File: config.mk
export PLATFORM = sky130hd
export DESIGN_NAME = console_register_bank
export DESIGN_NICKNAME = d
export VERILOG_FILES = /design/src/rtl/console_register_bank.sv
export SDC_FILE = /design/constraint.sdc
export NUM_CORES = 1
export LEC_CHECK = 0
export CAP_MARGIN = 20
export CORE_AREA = 5 5 124 126
export DETAILED_ROUTE_END_ITERATION = 12
export DIE_AREA = 0 0 129 131
export PLACE_DENSITY = 0.81
export SLEW_MARGIN = 20
export SYNTH_ARGS = -nofsm -noshare
export SYNTH_HDL_FRONTEND = slang
export SYNTH_SLANG_ARGS = --single-unit
File: constraint.sdc
create_clock -name qclk -period 5.82 [get_ports qclk]
set_input_delay 0.582 -clock qclk [delete_from_list [all_inputs] [get_ports qclk]]
set_output_delay 0.582 -clock qclk [all_outputs]
set_load 0.005 [all_outputs]
File: src/rtl/console_register_bank.sv
// QBUS console register bank: CSR, debounced switch register and NREGS display registers
// at consecutive I/O-page word addresses, with byte writes and a vectored change interrupt.
module console_register_bank #(
  parameter int          NREGS           = 4,
  parameter int          DEBOUNCE_CYCLES = 20000,
  parameter logic [15:0] DISP_RESET      = 16'o000000,
  parameter logic [8:0]  VECTOR          = 9'o300
) (
  input  logic                  qclk,
  input  logic                  reset,
  input  logic [21:0]           RAL,
  input  logic                  RBS7,
  input  logic [15:0]           RDL,
  input  logic                  WTBT,
  output logic [15:0]           TDL,
  input  logic [17:0]           addr,
  output logic                  addr_match,
  input  logic                  assert_vector,
  input  logic                  write_pulse,
  input  logic [15:0]           switches,
  output logic [16*NREGS-1:0]   lights,
  output logic                  irq
);

  localparam int            CW       = $clog2(DEBOUNCE_CYCLES);
  localparam logic [CW-1:0] CNT_LAST = CW'(DEBOUNCE_CYCLES - 1);

  logic [11:0]   off;
  logic          wr;
  logic          wr_lo;
  logic          wr_hi;
  logic          csr_wr;
  logic [15:0]   disp [NREGS];
  logic [15:0]   sync_meta;
  logic [15:0]   sync;
  logic [15:0]   prev;
  logic [15:0]   deb;
  logic [CW-1:0] cnt;
  logic          load;
  logic          chg_set;
  logic          primed;
  logic          chg;
  logic          ie;
  logic          chg_nx;
  logic          ie_nx;
  logic          irq_set;
  logic          irq_clr;
  logic          unused_bits;

  assign unused_bits = ^{RAL[21:13], addr[17:13], addr[0]};

  assign off        = RAL[12:1] - addr[12:1];
  assign addr_match = RBS7 && (off < 12'(NREGS + 2));
  assign wr         = addr_match && write_pulse;
  assign wr_lo      = wr && (!WTBT || !RAL[0]);
  assign wr_hi      = wr && (!WTBT || RAL[0]);
  assign csr_wr     = wr_lo && (off == 12'd0);

  always_ff @(posedge qclk) begin
    if (reset) begin
      for (int k = 0; k < NREGS; k++) disp[k] <= DISP_RESET;
    end else begin
      for (int k = 0; k < NREGS; k++) begin
        if (wr_lo && off == 12'(k + 2)) disp[k][7:0]  <= RDL[7:0];
        if (wr_hi && off == 12'(k + 2)) disp[k][15:8] <= RDL[15:8];
      end
    end
  end

  always_comb begin
    lights = '0;
    for (int k = 0; k < NREGS; k++) lights[16*k +: 16] = disp[k];
  end

  // A value is accepted once sync has matched prev for DEBOUNCE_CYCLES consecutive cycles.
  assign load    = (sync != deb) && (sync == prev) && (cnt == CNT_LAST);
  assign chg_set = load && primed;

  always_ff @(posedge qclk) begin
    if (reset) begin
      sync_meta <= '0;
      sync      <= '0;
      prev      <= '0;
      deb       <= '0;
      cnt       <= '0;
      primed    <= 1'b0;
    end else begin
      sync_meta <= switches;
      sync      <= sync_meta;
      prev      <= sync;
      if (sync == deb || sync != prev) cnt <= '0;
      else if (cnt == CNT_LAST)        cnt <= '0;
      else                             cnt <= cnt + CW'(1);
      if (load) begin
        deb    <= sync;
        primed <= 1'b1;
      end
    end
  end

  assign ie_nx  = csr_wr ? RDL[6] : ie;
  assign chg_nx = chg_set ? 1'b1 : (csr_wr ? 1'b0 : chg);

  // Writing IE=1 clears CHG, yet the pending change must still raise the request,
  // so the rising test uses CHG as it was before the write.
  assign irq_set = ie_nx && (chg || chg_set) && !(ie && chg);
  assign irq_clr = assert_vector || (csr_wr && !RDL[6]);

  always_ff @(posedge qclk) begin
    if (reset) begin
      chg <= 1'b0;
      ie  <= 1'b0;
      irq <= 1'b0;
    end else begin
      chg <= chg_nx;
      ie  <= ie_nx;
      if (irq_clr)      irq <= 1'b0;
      else if (irq_set) irq <= 1'b1;
    end
  end

  always_comb begin
    TDL = '0;
    if (assert_vector) begin
      TDL = {7'b0, VECTOR};
    end else if (addr_match) begin
      if (off == 12'd0)      TDL = {8'b0, chg, ie, 6'b0};
      else if (off == 12'd1) TDL = deb;
      else begin
        for (int k = 0; k < NREGS; k++)
          if (off == 12'(k + 2)) TDL = disp[k];
      end
    end
  end

endmodule

==> impl_results.md, run 1 <==
* Reg2Reg Depth at 7
* Die width at 129 um
* Flops & latches, synth at 147
* Final GP Congestion at 0.8066
* Critical Path End Type: primary output
* Share of the synthesized area in the top cell type at 27.65%
* Worst slew margin at 29.13%
* GRT Total Usage at 21.96%
* CTS Buf Count at 17
* P_leak at 0.003415 uW
* Drt pass-1 iters at 5
* Skew-Pair Late Insertion Delay at 420 ps
* Max VDD drop at 0.0002281 V
* Worst Max-Slew Pin Slew at 1063 ps
* Area grow syn2layout at 31.61%
* Post-synth EDFFs at 64
* Most frequent cells in the layout: clkdlybuf4s50_1 (143), nor2_1 (112), dfxtp_1 (83), edfxtp_1 (64), nor2b_1 (52)
* Row cnt at 44
* Clock share of power at 42.1%
* Hold Path Class: reg -> reg
* Iteration-0 DRC Markers at 284
* # Post-CTS Setup Buffers at 0
* PostCTS Resize Cnt at 0
* Final setup violation count at 0
* DR vias at 5590
* IO Pins at 160
* R2R setup slack at 3240 ps
* WP data arrival at 4390 ps
* CTS tree: built
* Synth Flop Type: dfxtp_1
* Max clock buf depth at 2
* Avg Inst Size Synth at 10.02 um2
* Status: finished, final reports clean
* Max Fclk at 201.2 MHz
* Hold Buf Count CTS at 0
* P per Cell Area at 275.0 mW/mm2
* R2r startpoint: cnt[6]$_SDFF_PP0_
* Mapped Area at 0.006950 mm2
* Sequential-to-total area share from yosys stat at 51.56%
* Post-synthesis compound-gate area fraction at 7.741%
* Vias per Instance at 5.401
* Buffers added on ports at 144
* Max-cap viol count at 0
* Post-layout minimum cycle time at 4971 ps
* Net Switching at 617.8 uW
* Startpoint types: input pin
* GR peak layer: met2
* Global route overflow at 0
* First-pass GRT wire length at 28510 um
* Largest net degree at the start of global routing at 70
* Initial antenna violation count at 0
* Grt met2 use at 38.48%
* Post-DP Area at 0.008569 mm2
* H-tree Lvls at 4
* # DRC at 0
* Post-Synth XOR/XNOR Area at 6.679%
* Slew Viols, Final at 0
* Number of global-route vias before repair at 5554
* Starting Density at 48.93%
* Ant. Diodes at 0
* Die height at 131 um
* Synthesized net count at 785
* Sw Ratio at 24.56%
* Hold path depth at 1
* Commonest non-fill, non-tap cell in the layout: clkdlybuf4s50_1
* Largest area contributor in the netlist: edfxtp_1
* Combinational Power Share at 12.7%
* Mux cell area share after synthesis at 6.643%
* CP max FO at 14
* Main combinational cell family by area after synthesis: simple AND/OR/NAND/NOR gates
* Met3 usage at 6.138%
* Post-Synth Simple-Gate Area at 22.11%
* Worst setup path class: in -> out
* Total Nets Final at 929
* R2R Path End: irq$_SDFFE_PP0P_
* Fin area at 0.009148 mm2
* Synth async-reset ratio at 0%
* Part of the power in registers at 45.2%
* Crit share post-route at 85.41%
* Clk sink count at 147
* Adder-cell area share of the yosys netlist at 2.448%
* Worst hold path endpoint: sync[0]$_SDFF_PP0_
* Setup Skew at 7.840 ps
* Cell Int Power at 1898 uW
* Final ANT Viol Nets at 0
* CTS Root Cell: clkbuf_16
* RSZ-0062 raised after global routing: no
* Layout cells sized above 1 at 6.933%
* Cell variety after synth at 53
* Synth Warn # at 0
* Fin. Hold Viols at 0
* Min-Delay Startpoint: sync_meta[0]$_SDFF_PP0_
* Post-DP HPWL at 12960 um
* Final WL at 18390 um
* Clk slew on worst S/H paths at 60 ps
* Synth area leaders: edfxtp_1 (28%), dfxtp_1 (24%), mux2i_1 (6.5%), nor2_1 (6.0%), nor2b_1 (4.7%)
* M1 GR Usage at 25.29%
* Die ar. at 0.01690 mm2
* Core Region at 0.01420 mm2
* Sum Neg Setup Slack at 0 ps
* CP required at 5240 ps
* DR WL/cell at 17.77 um
* Post-Synthesis Cells at 694
worst max-delay path: stages:
cell and delay, ps:
clkdlybuf4s50_1 450, inv_1 40, ha_1 360, nor2b_1 170, o21ai_0 150, nand2b_1 110
a311oi_1 300, mux2_2 400, nor4_4 160, or4b_1 820, a21oi_1 250, clkdlybuf4s50_1 600
area by class of cell:
cell class	instances	area, um2
Clock inverter	8	61.31
Sequential cell	147	3583
Inverter	21	78.83
Multi-Input combinational cell	498	3173
Fill cell	1147	5056
Clock buffer	24	516.7
Tap cell	184	230.2
Timing Repair Buffer	153	1504
stage by stage:
stage	setup WS, ps	total power [uW]	hold WS [ps]	instances	utilization [%]
final	849.1	2516	433.8	1035	64.40
after global routing	612.2	2599	448.9	1035	64.40
after CTS	836.1	2522	437.4	1035	64.40
after detailed placement	844.9	1473	423.7	1003	60.33
after global placement	872.0	1466	419.3	1003	60.33
after floorplan	2181	1326	413.8	694	-
layer usage:
metal / vias up / share of wire, %
met4: 0 / 2.6
met2: 183 / 51
met5: - / 0
li1: 2684 / -
met3: 41 / 6.7
met1: 2682 / 40
cells in the mapped netlist (all sizes together) (10+ instances only):
library cell	count
o21ai	29
nand2	29
clkbuf	21
xnor2	28
nor2	112
xor2	25
a21oi	23
dfxtp	83
nand4	12
and2	33
nand3	29
mux2i	45
nor2b	52
edfxtp	64
inv	20
nor3	10
ha	12
state kept, by name, indices dropped and copies added, names as in the netlist, 15 cells and up:
signal     cells
deb           16
sync          16
sync_meta     16
cnt           15
prev          16
disp          64
kinds of logic (layout without fill, tap and decap cells):
| kind of cell | count (synthesis) | in the layout |
|---|---|---|
| and+or+nand+nor | 305 | 305 |
| DFF | 147 | 147 |
| AOI/OAI and AO/OA | 81 | 81 |
| xor gates and xnor gates | 53 | 53 |
| buffers and inverters | 49 | 206 |
| muxes | 46 | 46 |
| adders and majority gates | 13 | 13 |
power by group through the flow:
stage	Sequential (uW)	Clock, uW	Combinational (uW)
finish	1140	1060	320
global route	1140	1110	346
CTS	1140	1070	320
detailed placement	1160	0	316
global placement	1160	0	310
floorplan	1150	0	172
how the worst max path moves through the flow:
stage,from,endpoint,slack [ps],cells after the start
2_1_floorplan,addr[3],disp[1][10]$_SDFFCE_PN0P_,2180,11
3_3_place_gp,addr[3],TDL[15],870,12
3_5_place_dp,addr[3],TDL[15],840,12
4_1_cts,addr[3],TDL[15],840,12
5_1_grt,addr[3],TDL[0],610,12
6_report,addr[3],TDL[15],850,12
Power figures use the tool's default switching activity.
==> inputs of run 2 (changes only) <==
--- a/config.mk
+++ b/config.mk
@@ -9,6 +9,7 @@
 export CORE_AREA = 5 5 124 126
 export DETAILED_ROUTE_END_ITERATION = 12
 export DIE_AREA = 0 0 129 131
+export MAX_ROUTING_LAYER = met4
 export PLACE_DENSITY = 0.81
 export SLEW_MARGIN = 20
 export SYNTH_ARGS = -nofsm -noshare
==> run 2 against run 1 <==
Critical path depth stayed put. Setup slack got worse by 13 ps. Cell area stayed put. Routed wire length is 0.58% lower. Final cell count unchanged. Combinational power about the same. Utilization did not move. Register-to-register slack about the same. Critical path type unchanged.
==> impl_results.md, run 2 (same netlist as run 1, synthesis figures left out) <==
* P_leak at 0.003415 uW (unchanged)
* Largest reg by FF count: disp
* R2r startpoint: sync[2]$_SDFF_PP0_
* Drt pass-1 iters at 5 (unchanged)
* Sw Ratio at 24.47% (-0.082 points)
* Max stage delay on crit path at 820 ps (about the same)
* P per Cell Area at 274.7 mW/mm2 (-0.11%)
* Most frequent cells in the layout: clkdlybuf4s50_1 (143), nor2_1 (112), dfxtp_1 (83), edfxtp_1 (64), nor2b_1 (52)
* Reg2Reg Depth at 7 (unchanged)
* R2R setup slack at 3250 ps (about the same)
* Part of the power in registers at 45.3% (about the same)
* Largest net degree at the start of global routing at 70 (unchanged)
* Starting Density at 48.93% (unchanged)
* Clock share of power at 42.0% (about the same)
* Fin. Hold Viols at 0 (unchanged)
* Iteration-0 DRC Markers at 315 (+11%)
* Critical Path Source: addr[3]
* Final ANT Viol Nets at 0 (unchanged)
* Critical path depth in cells at 12 (unchanged)
* Slew Viols, Final at 0 (unchanged)
* Vias per Instance at 5.432 (+0.57%)
* RSZ-0062 raised after global routing: no
* Post-layout power at 2513 uW (-0.11%)
* Critical Path End Type: primary output
* CP max FO at 14 (unchanged)
* Row cnt at 44 (unchanged)
* # Post-CTS Setup Buffers at 0 (unchanged)
* WP data arrival at 4400 ps (about the same)
* Initial antenna violation count at 0 (unchanged)
* Sum Neg Setup Slack at 0 ps (unchanged)
* First-pass GRT wire length at 28510 um (unchanged)
* Status: finished, final reports clean
* Worst hold slack at 433.8 ps (-0.04700 ps)
* Commonest non-fill, non-tap cell in the layout: clkdlybuf4s50_1
* Hold Buf Count CTS at 0 (unchanged)
* Max VDD drop at 0.0002293 V (+0.51%)
* Crit path max-delay family: simple AND/OR/NAND/NOR gates
* Hold Path Class: reg -> reg
* Most frequent cell on the critical path: clkdlybuf4s50_1
* Die height at 131 um (unchanged)
* Worst slew margin at 29.96% (+0.83 points)
* Crit path to: TDL[15]
* CP bufs+invs at 3 (unchanged)
* CTS Buf Count at 17 (unchanged)
* Global route overflow at 0 (unchanged)
* Buffers added on ports at 144 (unchanged)
* Max FFs per register at 64 (unchanged)
* CTS tree: built
* CP required at 5240 ps (about the same)
* IO Pins at 160 (unchanged)
* Startpoint types: input pin
* CTS Root Cell: clkbuf_16
* CP max stage cell: or4b_1
* Net Switching at 615.1 uW (-0.44%)
* Combinational Power Share at 12.7% (about the same)
* DR vias at 5622 (+0.57%)
* Final setup violation count at 0 (unchanged)
* Max Fclk at 200.6 MHz (-0.26%)
* Layout cells sized above 1 at 6.933% (unchanged)
* Die width at 129 um (unchanged)
* Post-layout minimum cycle time at 4984 ps (+13.22 ps)
* PostCTS Resize Cnt at 0 (unchanged)
* Crit share post-route at 85.64% (+0.23 points)
* # DRC at 0 (unchanged)
* Max-cap viol count at 0 (unchanged)
* Crit-path cells: clkdlybuf4s50_1, inv_1, ha_1, nor2b_1, o21ai_0, nand2b_1, a311oi_1, mux2_2, nor4_4, or4b_1, a21oi_1, clkdlybuf4s50_1
* GRT Total Usage at 22.63% (+0.67 points)
* Clk slew on worst S/H paths at 60 ps (about the same)
* Max clock buf depth at 2 (unchanged)
* Final WL at 18280 um (-0.58%)
* Worst Max-Slew Pin Slew at 1051 ps (-12.48 ps)
* Cell Int Power at 1898 uW (about the same)
* H-tree Lvls at 4 (unchanged)
* Core Region at 0.01420 mm2 (unchanged)
* Worst setup path class: in -> out
* Post-DP HPWL at 12960 um (unchanged)
* Ant. Diodes at 0 (unchanged)
* Clk sink count at 147 (unchanged)
* Final GP Congestion at 0.8184 (+1.5%)
* R2R Path End: irq$_SDFFE_PP0P_
* DR WL/cell at 17.67 um (-0.58%)
* Total Nets Final at 929 (unchanged)
* Setup Skew at 7.141 ps (-0.6985 ps)
* Skew-Pair Late Insertion Delay at 420 ps (about the same)
* Area grow syn2layout at 31.61% (unchanged)
* Die ar. at 0.01690 mm2 (unchanged)
* Number of global-route vias before repair at 5578 (+0.43%)
[run 2: cell counts in the layout (fill, tap and decap cells not counted)]
Identical to the previous run, type by type.
[run 2: worst min-delay path by stage]
stage,end,slack [ps],from,cells after the start
3_3_place_gp,sync[11]$_SDFF_PP0_,420,sync_meta[11]$_SDFF_PP0_,1
4_1_cts,sync[0]$_SDFF_PP0_,440,sync_meta[0]$_SDFF_PP0_,1
3_5_place_dp,sync[0]$_SDFF_PP0_,420,sync_meta[0]$_SDFF_PP0_,1
6_report,sync[0]$_SDFF_PP0_,430,sync_meta[0]$_SDFF_PP0_,1
5_1_grt,sync[0]$_SDFF_PP0_,450,sync_meta[0]$_SDFF_PP0_,1
2_1_floorplan,sync[0]$_SDFF_PP0_,410,sync_meta[0]$_SDFF_PP0_,1
[run 2: stage by stage]
step / utilization [%] / std cells / area, um2 / setup WS (ps)
floorplan: - / 694 / 6950 / 2181
global placement: 60.33 / 1003 / 8569 / 872.0
detailed placement: 60.33 / 1003 / 8569 / 844.9
CTS: 64.40 / 1035 / 9148 / 836.1
global route: 64.40 / 1035 / 9148 / 612.2
finish: 64.40 / 1035 / 9148 / 835.9
[run 2: power by group through the flow]
| stage | clock network, uW | logic [uW] | registers [uW] |
|---|---|---|---|
| 6_report | 1060 | 319 | 1140 |
| 5_1_grt | 1110 | 346 | 1140 |
| 4_1_cts | 1070 | 320 | 1140 |
| 3_5_place_dp | 0 | 316 | 1160 |
| 3_3_place_gp | 0 | 310 | 1160 |
| 2_1_floorplan | 0 | 172 | 1150 |
[run 2: layer usage]
metal	wire (um)	global-route usage [%]	share of wire [%]
met5	0	-	0
met1	7306	25.97	40
met2	9378	38.48	51
met4	468	9.203	2.6
met3	1131	5.122	6.2
[run 2: worst register-to-register path: cells and delay by family, from the launching register on]
family / cells / cell delay (ps)
AO/OA/AOI/OAI: 2 / 360
flip-flops: 1 / 450
AND/OR/NAND/NOR: 4 / 1560
XOR/XNOR: 1 / 150
[run 2: cell type report]
cell class	count	area [um2]
fill	1147	5056
sequential	147	3583
multi-input combinational	498	3173
timing repair buffer	153	1504
clock buffer	24	516.7
tap	184	230.2
inverter	21	78.83
clock inverter	8	61.31
==> inputs of run 3 (changes only) <==
--- a/config.mk
+++ b/config.mk
@@ -6,11 +6,12 @@
 export NUM_CORES = 1
 export LEC_CHECK = 0
 export CAP_MARGIN = 20
-export CORE_AREA = 5 5 124 126
+export CORE_AREA = 5 5 127 129
 export DETAILED_ROUTE_END_ITERATION = 12
-export DIE_AREA = 0 0 129 131
+export DIE_AREA = 0 0 132 134
 export MAX_ROUTING_LAYER = met4
-export PLACE_DENSITY = 0.81
+export PLACE_DENSITY = 0.78
+export REMOVE_ABC_BUFFERS = 1
 export SLEW_MARGIN = 20
 export SYNTH_ARGS = -nofsm -noshare
 export SYNTH_HDL_FRONTEND = slang
==> run 3 against run 2 <==
Cell area about the same. Sequential cell count unchanged. Hold slack got worse by 0.57 ps. Largest power group unchanged. Highest routed layer unchanged. Utilization shrank 3.1 points. Register-to-register slack improved by 40 ps. Non-clock buffer count grew 3. Final cell count rose by 0.68%. Power shrank 1.9%. Largest cell class unchanged. Sequential power about the same.
==> impl_results.md, run 3 (same netlist as run 1, synthesis figures left out) <==
* Status: finished, final reports clean
* Clk slew on worst S/H paths at 60 ps (about the same)
* Worst Max-Slew Pin Slew at 1043 ps (-7.481 ps)
* Final WL at 17530 um (-4.1%)
* Max FFs per register at 64 (unchanged)
* GRT Total Usage at 20.56% (-2.1 points)
* CTS Buf Count at 17 (unchanged)
* Sum Neg Setup Slack at 0 ps (unchanged)
* Max-cap viol count at 0 (unchanged)
* Commonest non-fill, non-tap cell in the layout: clkdlybuf4s50_1
* # Post-CTS Setup Buffers at 0 (unchanged)
* Crit share post-route at 85.26% (-0.37 points)
* Final setup violation count at 0 (unchanged)
* DR vias at 5400 (-3.9%)
* Max Fclk at 201.5 MHz (+0.44%)
* Clk sink count at 147 (unchanged)
* R2r startpoint: cnt[0]$_SDFF_PP0_
* Area grow syn2layout at 31.54% (about the same)
* CTS Root Cell: clkbuf_16
* Largest reg by FF count: disp
* CP bufs+invs at 3 (unchanged)
* Critical Path Source: addr[3]
* Buffers added on ports at 144 (unchanged)
* Slew Viols, Final at 0 (unchanged)
* Drt pass-1 iters at 5 (unchanged)
* Ant. Diodes at 0 (unchanged)
* Final GP Congestion at 0.8716 (+6.5%)
* Fin. Hold Viols at 0 (unchanged)
* WP data arrival at 4380 ps (-20 ps)
* Largest net degree at the start of global routing at 70 (unchanged)
* Max clock buf depth at 2 (unchanged)
* Die width at 132 um (+2.3%)
* Worst setup path class: in -> out
* Hold Path Class: reg -> reg
* First-pass GRT wire length at 27990 um (-1.8%)
* Initial antenna violation count at 0 (unchanged)
* P_leak at 0.003388 uW (-0.79%)
* Placed insts at 1010 (+0.70%)
* CTS tree: built
* DR WL/cell at 16.82 um (-4.8%)
* Fin cells at 1042 (+0.68%)
* Multi-input combinational cell area at 0.003173 mm2 (unchanged)
* CP max FO at 14 (unchanged)
* Post-DP HPWL at 12660 um (-2.3%)
* IO Pins at 160 (unchanged)
* H-tree Lvls at 4 (unchanged)
* CP required at 5240 ps (about the same)
* Final ANT Viol Nets at 0 (unchanged)
* Post-layout minimum cycle time at 4962 ps (-21.70 ps)
* Seq. cell area at 0.003583 mm2 (unchanged)
* Fill cell count at 1209 (+5.4%)
* Reg2Reg Depth at 7 (unchanged)
* Row cnt at 45 (+2.3%)
* Total Nets Final at 932 (+0.32%)
* Startpoint types: input pin
* Core Region at 0.01492 mm2 (+5.0%)
* Iteration-0 DRC Markers at 393 (+25%)
* Crit-path cells: clkdlybuf4s50_1, inv_1, ha_1, nor2b_1, o21ai_0, nand2b_1, a311oi_1, mux2_2, nor4_4, or4b_1, a21oi_1, clkdlybuf4s50_1
* CP max stage cell: or4b_1
* Hold Buf Count CTS at 0 (unchanged)
* Hold path depth at 1 (unchanged)
* Min-Delay Startpoint: sync_meta[13]$_SDFF_PP0_
* Critical Path End Type: primary output
* Setup Skew at 7.191 ps (+0.05027 ps)
* Crit path max-delay family: simple AND/OR/NAND/NOR gates
* PostCTS Resize Cnt at 0 (unchanged)
* Vias per Instance at 5.182 (-4.6%)
* Worst slew margin at 30.46% (+0.50 points)
* Global route overflow at 0 (unchanged)
* Max stage delay on crit path at 820 ps (about the same)
* Die ar. at 0.01769 mm2 (+4.7%)
* Die height at 134 um (+2.3%)
* Skew-Pair Late Insertion Delay at 420 ps (about the same)
* Layout cells sized above 1 at 7.377% (+0.44 points)
* Starting Density at 46.58% (-2.4 points)
* Critical path depth in cells at 12 (unchanged)
* # DRC at 0 (unchanged)
* Number of global-route vias before repair at 5496 (-1.5%)
* Most frequent cells in the layout: clkdlybuf4s50_1 (143), nor2_1 (112), dfxtp_1 (83), edfxtp_1 (64), nor2b_1 (52)
* RSZ-0062 raised after global routing: no
* Most frequent cell on the critical path: clkdlybuf4s50_1
* Max VDD drop at 0.0002700 V (+18%)
* P per Cell Area at 269.7 mW/mm2 (-1.8%)
## run 3: cell type report
cell class,count,share of cell area [%]
clock buffer,18,4.694
clock inverter,14,1.273
inverter,21,0.8622
multi-input combinational,498,34.71
sequential,147,39.20
tap,188,2.573
timing repair buffer,156,16.70
## run 3: final timing paths
check	endpoint	slack, ps
max	TDL[1]	860
min reg2reg	sync[13]$_SDFF_PP0_	430
min	sync[13]$_SDFF_PP0_	430
max reg2reg	irq$_SDFFE_PP0P_	3290
## run 3: where the power goes
part           switching, uW  total, uW  internal [uW]
Sequential              23.4       1140           1110
Combinational            162        325            162
Clock                    425       1010            581
## run 3: routing by layer
metal / share of wire (%) / vias up / routed length (um) / global-route usage, %
met1: 43 / 2516 / 7532 / 25.23
met3: 7.7 / 19 / 1348 / 6.414
li1: - / 2679 / - / -
met4: 1.8 / 0 / 309 / 7.657
met5: 0 / - / 0 / -
met2: 48 / 186 / 8336 / 32.03
## run 3: worst register-to-register path, stage by stage (launching register included)
cell and delay (ps):
dfxtp_1 380, ha_1 200, nand3_1 200, nor3b_1 300
and3_1 900, nand2_1 170, o21ai_0 190, o211a_1 160
## run 3: per-stage QoR
step / power (uW) / area [um2] / util [%] / setup slack, ps / hold slack (ps)
after floorplan: 1317 / 6833 / - / 1270 / 413.8
after global placement: 1475 / 8597 / 57.62 / 842.1 / 418.7
after detailed placement: 1479 / 8597 / 57.62 / 828.7 / 422.3
after CTS: 2482 / 9143 / 61.27 / 810.6 / 435.9
after global routing: 2564 / 9143 / 61.27 / 624.2 / 455.4
final: 2466 / 9143 / 61.27 / 857.6 / 433.2
==> RTL change 1 (config.mk and constraints of run 2) <==
Register the input `RAL` before use, with the module's reset. The logic sees it one clock later. The other inputs are not delayed to match.
--- a/src/rtl/console_register_bank.sv
+++ b/src/rtl/console_register_bank.sv
@@ -26,4 +26,14 @@
   localparam logic [CW-1:0] CNT_LAST = CW'(DEBOUNCE_CYCLES - 1);
 
+  logic [21:0] RAL_q;
+
+  always_ff @(posedge qclk) begin
+    if (reset) begin
+      RAL_q <= '0;
+    end else begin
+      RAL_q <= RAL;
+    end
+  end
+
   logic [11:0]   off;
   logic          wr;
@@ -48,11 +58,11 @@
   logic          unused_bits;
 
-  assign unused_bits = ^{RAL[21:13], addr[17:13], addr[0]};
+  assign unused_bits = ^{RAL_q[21:13], addr[17:13], addr[0]};
 
-  assign off        = RAL[12:1] - addr[12:1];
+  assign off        = RAL_q[12:1] - addr[12:1];
   assign addr_match = RBS7 && (off < 12'(NREGS + 2));
   assign wr         = addr_match && write_pulse;
-  assign wr_lo      = wr && (!WTBT || !RAL[0]);
-  assign wr_hi      = wr && (!WTBT || RAL[0]);
+  assign wr_lo      = wr && (!WTBT || !RAL_q[0]);
+  assign wr_hi      = wr && (!WTBT || RAL_q[0]);
   assign csr_wr     = wr_lo && (off == 12'd0);
 
Formal check against the unedited RTL: not equivalent (Yosys sat finds a counterexample within 4 cycles, from zero or initial values and one cycle with reset high).
==> RTL change 1 against run 2 <==
- area after synthesis up 6.9%
- wire length grew 3.5%
- worst setup slack improved by 59 ps
- maximum frequency is 1.2% higher
- cell area rose by 4.9%
- total power rose by 6.3%
- combinational power increased by 7.2%
- sequential cell count rose by 13
- critical path type unchanged
==> RTL change 1: results (changes against run 2) <==
[logic_synthesis]
synth-compound-area-share_pct=7.22  ; -0.52 points
ys_seq_area_share_pct=51.7  ; +0.18 points
muxShareOfSynthArea_pct=6.33  ; -0.31 points
syn_nets=834  ; +6.2%
synth_fa_ha_area_share_pct=2.29  ; -0.16 points
synth_common_cells=dfxtp_1 (96), nor2_1 (76), nor4_1 (66), edfxtp_1 (64), nor2b_1 (63)
yosys_warnings=0  ; unchanged
yosys.area_share.xor_xnor_pct=5.89  ; -0.78 points

[route]
wire_per_inst_um=17.7  ; +0.38%
drtIter0Drc=428  ; +36%
num_vias=5994  ; +6.6%

[placed_design]
dp.cells=1035  ; +3.2%
place.gp.congestion=0.876  ; +7.1%
hpwl_mm=13.3  ; +2.6%
pre_cts_ws_ps=1100  ; +256 ps
port_buffers=144  ; unchanged
placed_area_um2=8970  ; +4.7%

[pwr]
p_leak_nw=3.47  ; +1.5%
pg_comb_uw=342  ; +7.2%
seq_power_share_pct=45.4  ; about the same
powerSeq_mw=1.21  ; +6%
p_sw_share_pct=25.6  ; +1.2 points

[global_route]
grt_pass1_vias=5894  ; +5.7%
grt_max_degree=84  ; +20%

[worst_hold_path]
hold_start=sync_meta[8]

[finish]
nets=961  ; +3.4%
drive_above_1_share_pct=6.12  ; -0.82 points
fillers=1104  ; -3.7%

[critical_path]
reg2reg_from=RAL_q[1]
critPathLaunch=addr[1]
crit_arrival_ps=4340  ; -60 ps
cp_max_fo=22  ; +8
max_stage_delay_ps=800  ; -20 ps

[status]
status=finished clean

[sta]
fin_skew_ps=8.31  ; +1.17 ps
maxSlewHeadroom_pct=31.8  ; +1.8 points

==> RTL change 1: layout make-up <==
class | instances | area (um2) | share of cell area [%]
multi-input combinational | 518 | 3320 | 34.6
inverter | 18 | 67.6 | 0.704
clock buffer | 20 | 479 | 4.99
timing repair buffer | 155 | 1530 | 16.0
tap | 184 | 230 | 2.40
clock inverter | 12 | 119 | 1.24
sequential | 160 | 3840 | 40.1
==> RTL change 1: final timing paths <==
| check | endpoint | slack (ps) | depth (start not counted) |
|---|---|---|---|
| worst min-delay path | sync[8] | 430 | 1 |
| worst min register to register | sync[8] | 430 | 1 |
| worst max-delay path | TDL[5] | 890 | 9 |
| worst max register to register | disp[2][4] | 2100 | 6 |
==> RTL change 1: layer usage <==
metal	share of wire [%]	global-route usage, %	vias to the layer above
li1	-	-	2904
met5	0	-	-
met4	2.0	8.03	0
met3	8.4	5.45	32
met2	49	38.9	258
met1	40	28.8	2800
==> RTL change 2 (settings of run 2) <==
Without the edit above. Set the parameter `DEBOUNCE_CYCLES` to 5000 (it was 20000).
--- a/src/rtl/console_register_bank.sv
+++ b/src/rtl/console_register_bank.sv
@@ -3,5 +3,5 @@
 module console_register_bank #(
   parameter int          NREGS           = 4,
-  parameter int          DEBOUNCE_CYCLES = 20000,
+  parameter int          DEBOUNCE_CYCLES = 5000,
   parameter logic [15:0] DISP_RESET      = 16'o000000,
   parameter logic [8:0]  VECTOR          = 9'o300
Check against the original RTL: same outputs for any inputs over 10 cycles, from zero or initial values and one cycle with reset high; that may be too few to reach the edited logic, so the function may still have changed.
==> RTL change 2 against run 2 <==
- worst setup slack got worse by 230 ps
- worst hold slack improved by 6.9 ps
- total power rose by 2.0%
- wire length rose by 4.3%
- cell area barely moved
- critical path depth fell by 1
- area after synthesis fell by 0.36%
- sequential cell count fell by 2
- largest cell class unchanged
- synthesized cell count fell by 5.3%
==> RTL change 2: results (changes against run 2) <==
[sta]
tightest_slew_ps=1020  ; -31.2 ps
report.final.setup_viol=0  ; unchanged
fin_skew_ps=4.26  ; -2.88 ps

[logic_synthesis]
synthArstFlopShare_pct=0  ; unchanged
synth_cell_types=60  ; +13%
syn_nets=748  ; -4.7%
synth_common_cells=dfxtp_1 (81), nor2_1 (72), edfxtp_1 (64), nor2b_1 (51), nor4_1 (50)
synth_edf_count=64  ; unchanged
ys_seq_area_share_pct=51.2  ; -0.39 points
ys.flop_type=dfxtp_1
synthTopCellsByArea=edfxtp_1 (28%), dfxtp_1 (23%), mux2_2 (4.7%)
yosys_warnings=0  ; unchanged

[global_route]
grt_max_degree=70  ; unchanged
met3_usage_pct=4.84  ; -0.28 points
grt_pass1_wl_mm=30.3  ; +6.2%
track_usage_pct=23.5  ; +0.85 points
met2_usage_pct=39.6  ; +1.2 points
grt_pass1_vias=5906  ; +5.9%
grt_antenna_before_repair=0  ; unchanged
use_met1_pct=27.6  ; +1.6 points

[critical_path]
crit_path_top_delay_cell=nand3_1
cp_max_fo=14  ; unchanged
max_stage_delay_ps=600  ; -220 ps
crit_arrival_ps=4640  ; +240 ps

[worst_hold_path]
hold_class=flip-flop to flip-flop

[route]
num_vias=5775  ; +2.7%
wire_per_inst_um=19.2  ; +8.9%
drtIter0Drc=498  ; +58%
firstDrtPassIters=6  ; +1

[finish]
fillers=1060  ; -7.6%
drive_above_1_share_pct=11.0  ; +4.1 points
nets=886  ; -4.6%
diodes=0  ; unchanged
largest_reg_flops=64  ; unchanged
top_register=disp

[placed_design]
port_buffers=144  ; unchanged
hpwl_mm=13.7  ; +5.5%
place.gp.congestion=0.935  ; +14%

[clock_tree]
clock_path_buffers=2  ; unchanged
cts_max_level=4  ; unchanged
cts.repair.resized=0  ; unchanged
clkLatencyLatePin_ps=410
root_buffer=clkbuf_16
postCtsSetupRepairBufs=0  ; unchanged
numCtsBuffers=17  ; unchanged
clk_pin_slew_ps=60  ; about the same

[floorplanning]
rows=44  ; unchanged

[pwr]
p_leak_nw=3.24  ; -5.2%
vdd_drop_max_v=0.000147  ; -36%

[status]
status=finished clean

==> RTL change 2: changes by cell type after synthesis, moves of 14 or more <==
cell      delta
and2_1      -29
mux2_2      +28
a222oi_1    +14
o21ai_0     -22
nor2_1      -40
nor4_1      +44
mux2i_1     -28
nand3_1     -15
==> RTL change 2: cell families (layout without fill, tap and decap cells) <==
| kind of cell | count (synthesis) | after routing | synth area share [%] |
|---|---|---|---|
| mux | 47 | 47 | 7.50 |
| fa+ha+maj | 13 | 13 | 2.46 |
| xor+xnor | 47 | 47 | 5.94 |
| compound gates | 69 | 69 | 7.71 |
| simple gates | 276 | 276 | 21.6 |
| buf+inv | 60 | 211 | 3.67 |
| flops | 145 | 145 | 51.2 |
==> RTL change 2: cell type report <==
type	instances	area, um2	share of cell area, %
Inverter	20	75.1	0.821
Timing Repair Buffer	159	1550	16.9
Tap cell	184	230	2.52
Sequential cell	145	3540	38.8
Clock inverter	11	123	1.34
Multi-Input combinational cell	452	3130	34.2
Clock buffer	21	492	5.38
==> RTL change 2: worst max-delay path: cells and delay by family <==
family                     cells  cell delay, ps
buffers and inverters          3            1050
adders and majority gates      2             640
and+or+nand+nor                5            2010
xor gates and xnor gates       1             350
==> RTL change 2: where the power goes <==
group          leakage [nW]  switching (mW)  total [mW]  internal (mW)
Sequential             1.27          0.0265        1.12           1.10
Combinational          1.66           0.164       0.329          0.165
Clock                 0.306           0.417        1.11          0.693
==> RTL change 2: routing by layer <==
layer  part of all wire, %  wire length (um)
met1                    39              7440
met2                    50              9570
met3                   8.0              1520
met4                   2.8               541
met5                     0                 0
==> RTL change 2: worst paths after layout <==
check        cells after the start       end     startpoint  slack [ps]
max                             11   TDL[14]         RAL[1]         600
min reg2reg                      1  sync[15]  sync_meta[15]         440
max reg2reg                      7       irq         cnt[0]        2960
min                              1  sync[15]  sync_meta[15]         440
==> RTL change 2: stage by stage <==
step / hold slack, ps / instances / setup WS, ps / total power [mW] / instance area, um2
2_1_floorplan: 414 / 657 / 2020 / 1.32 / 6930
3_3_place_gp: 421 / 960 / 756 / 1.46 / 8530
3_5_place_dp: 427 / 960 / 664 / 1.47 / 8530
4_1_cts: 445 / 992 / 619 / 2.57 / 9140
5_1_grt: 456 / 992 / 368 / 2.65 / 9140
6_report: 441 / 992 / 602 / 2.56 / 9140
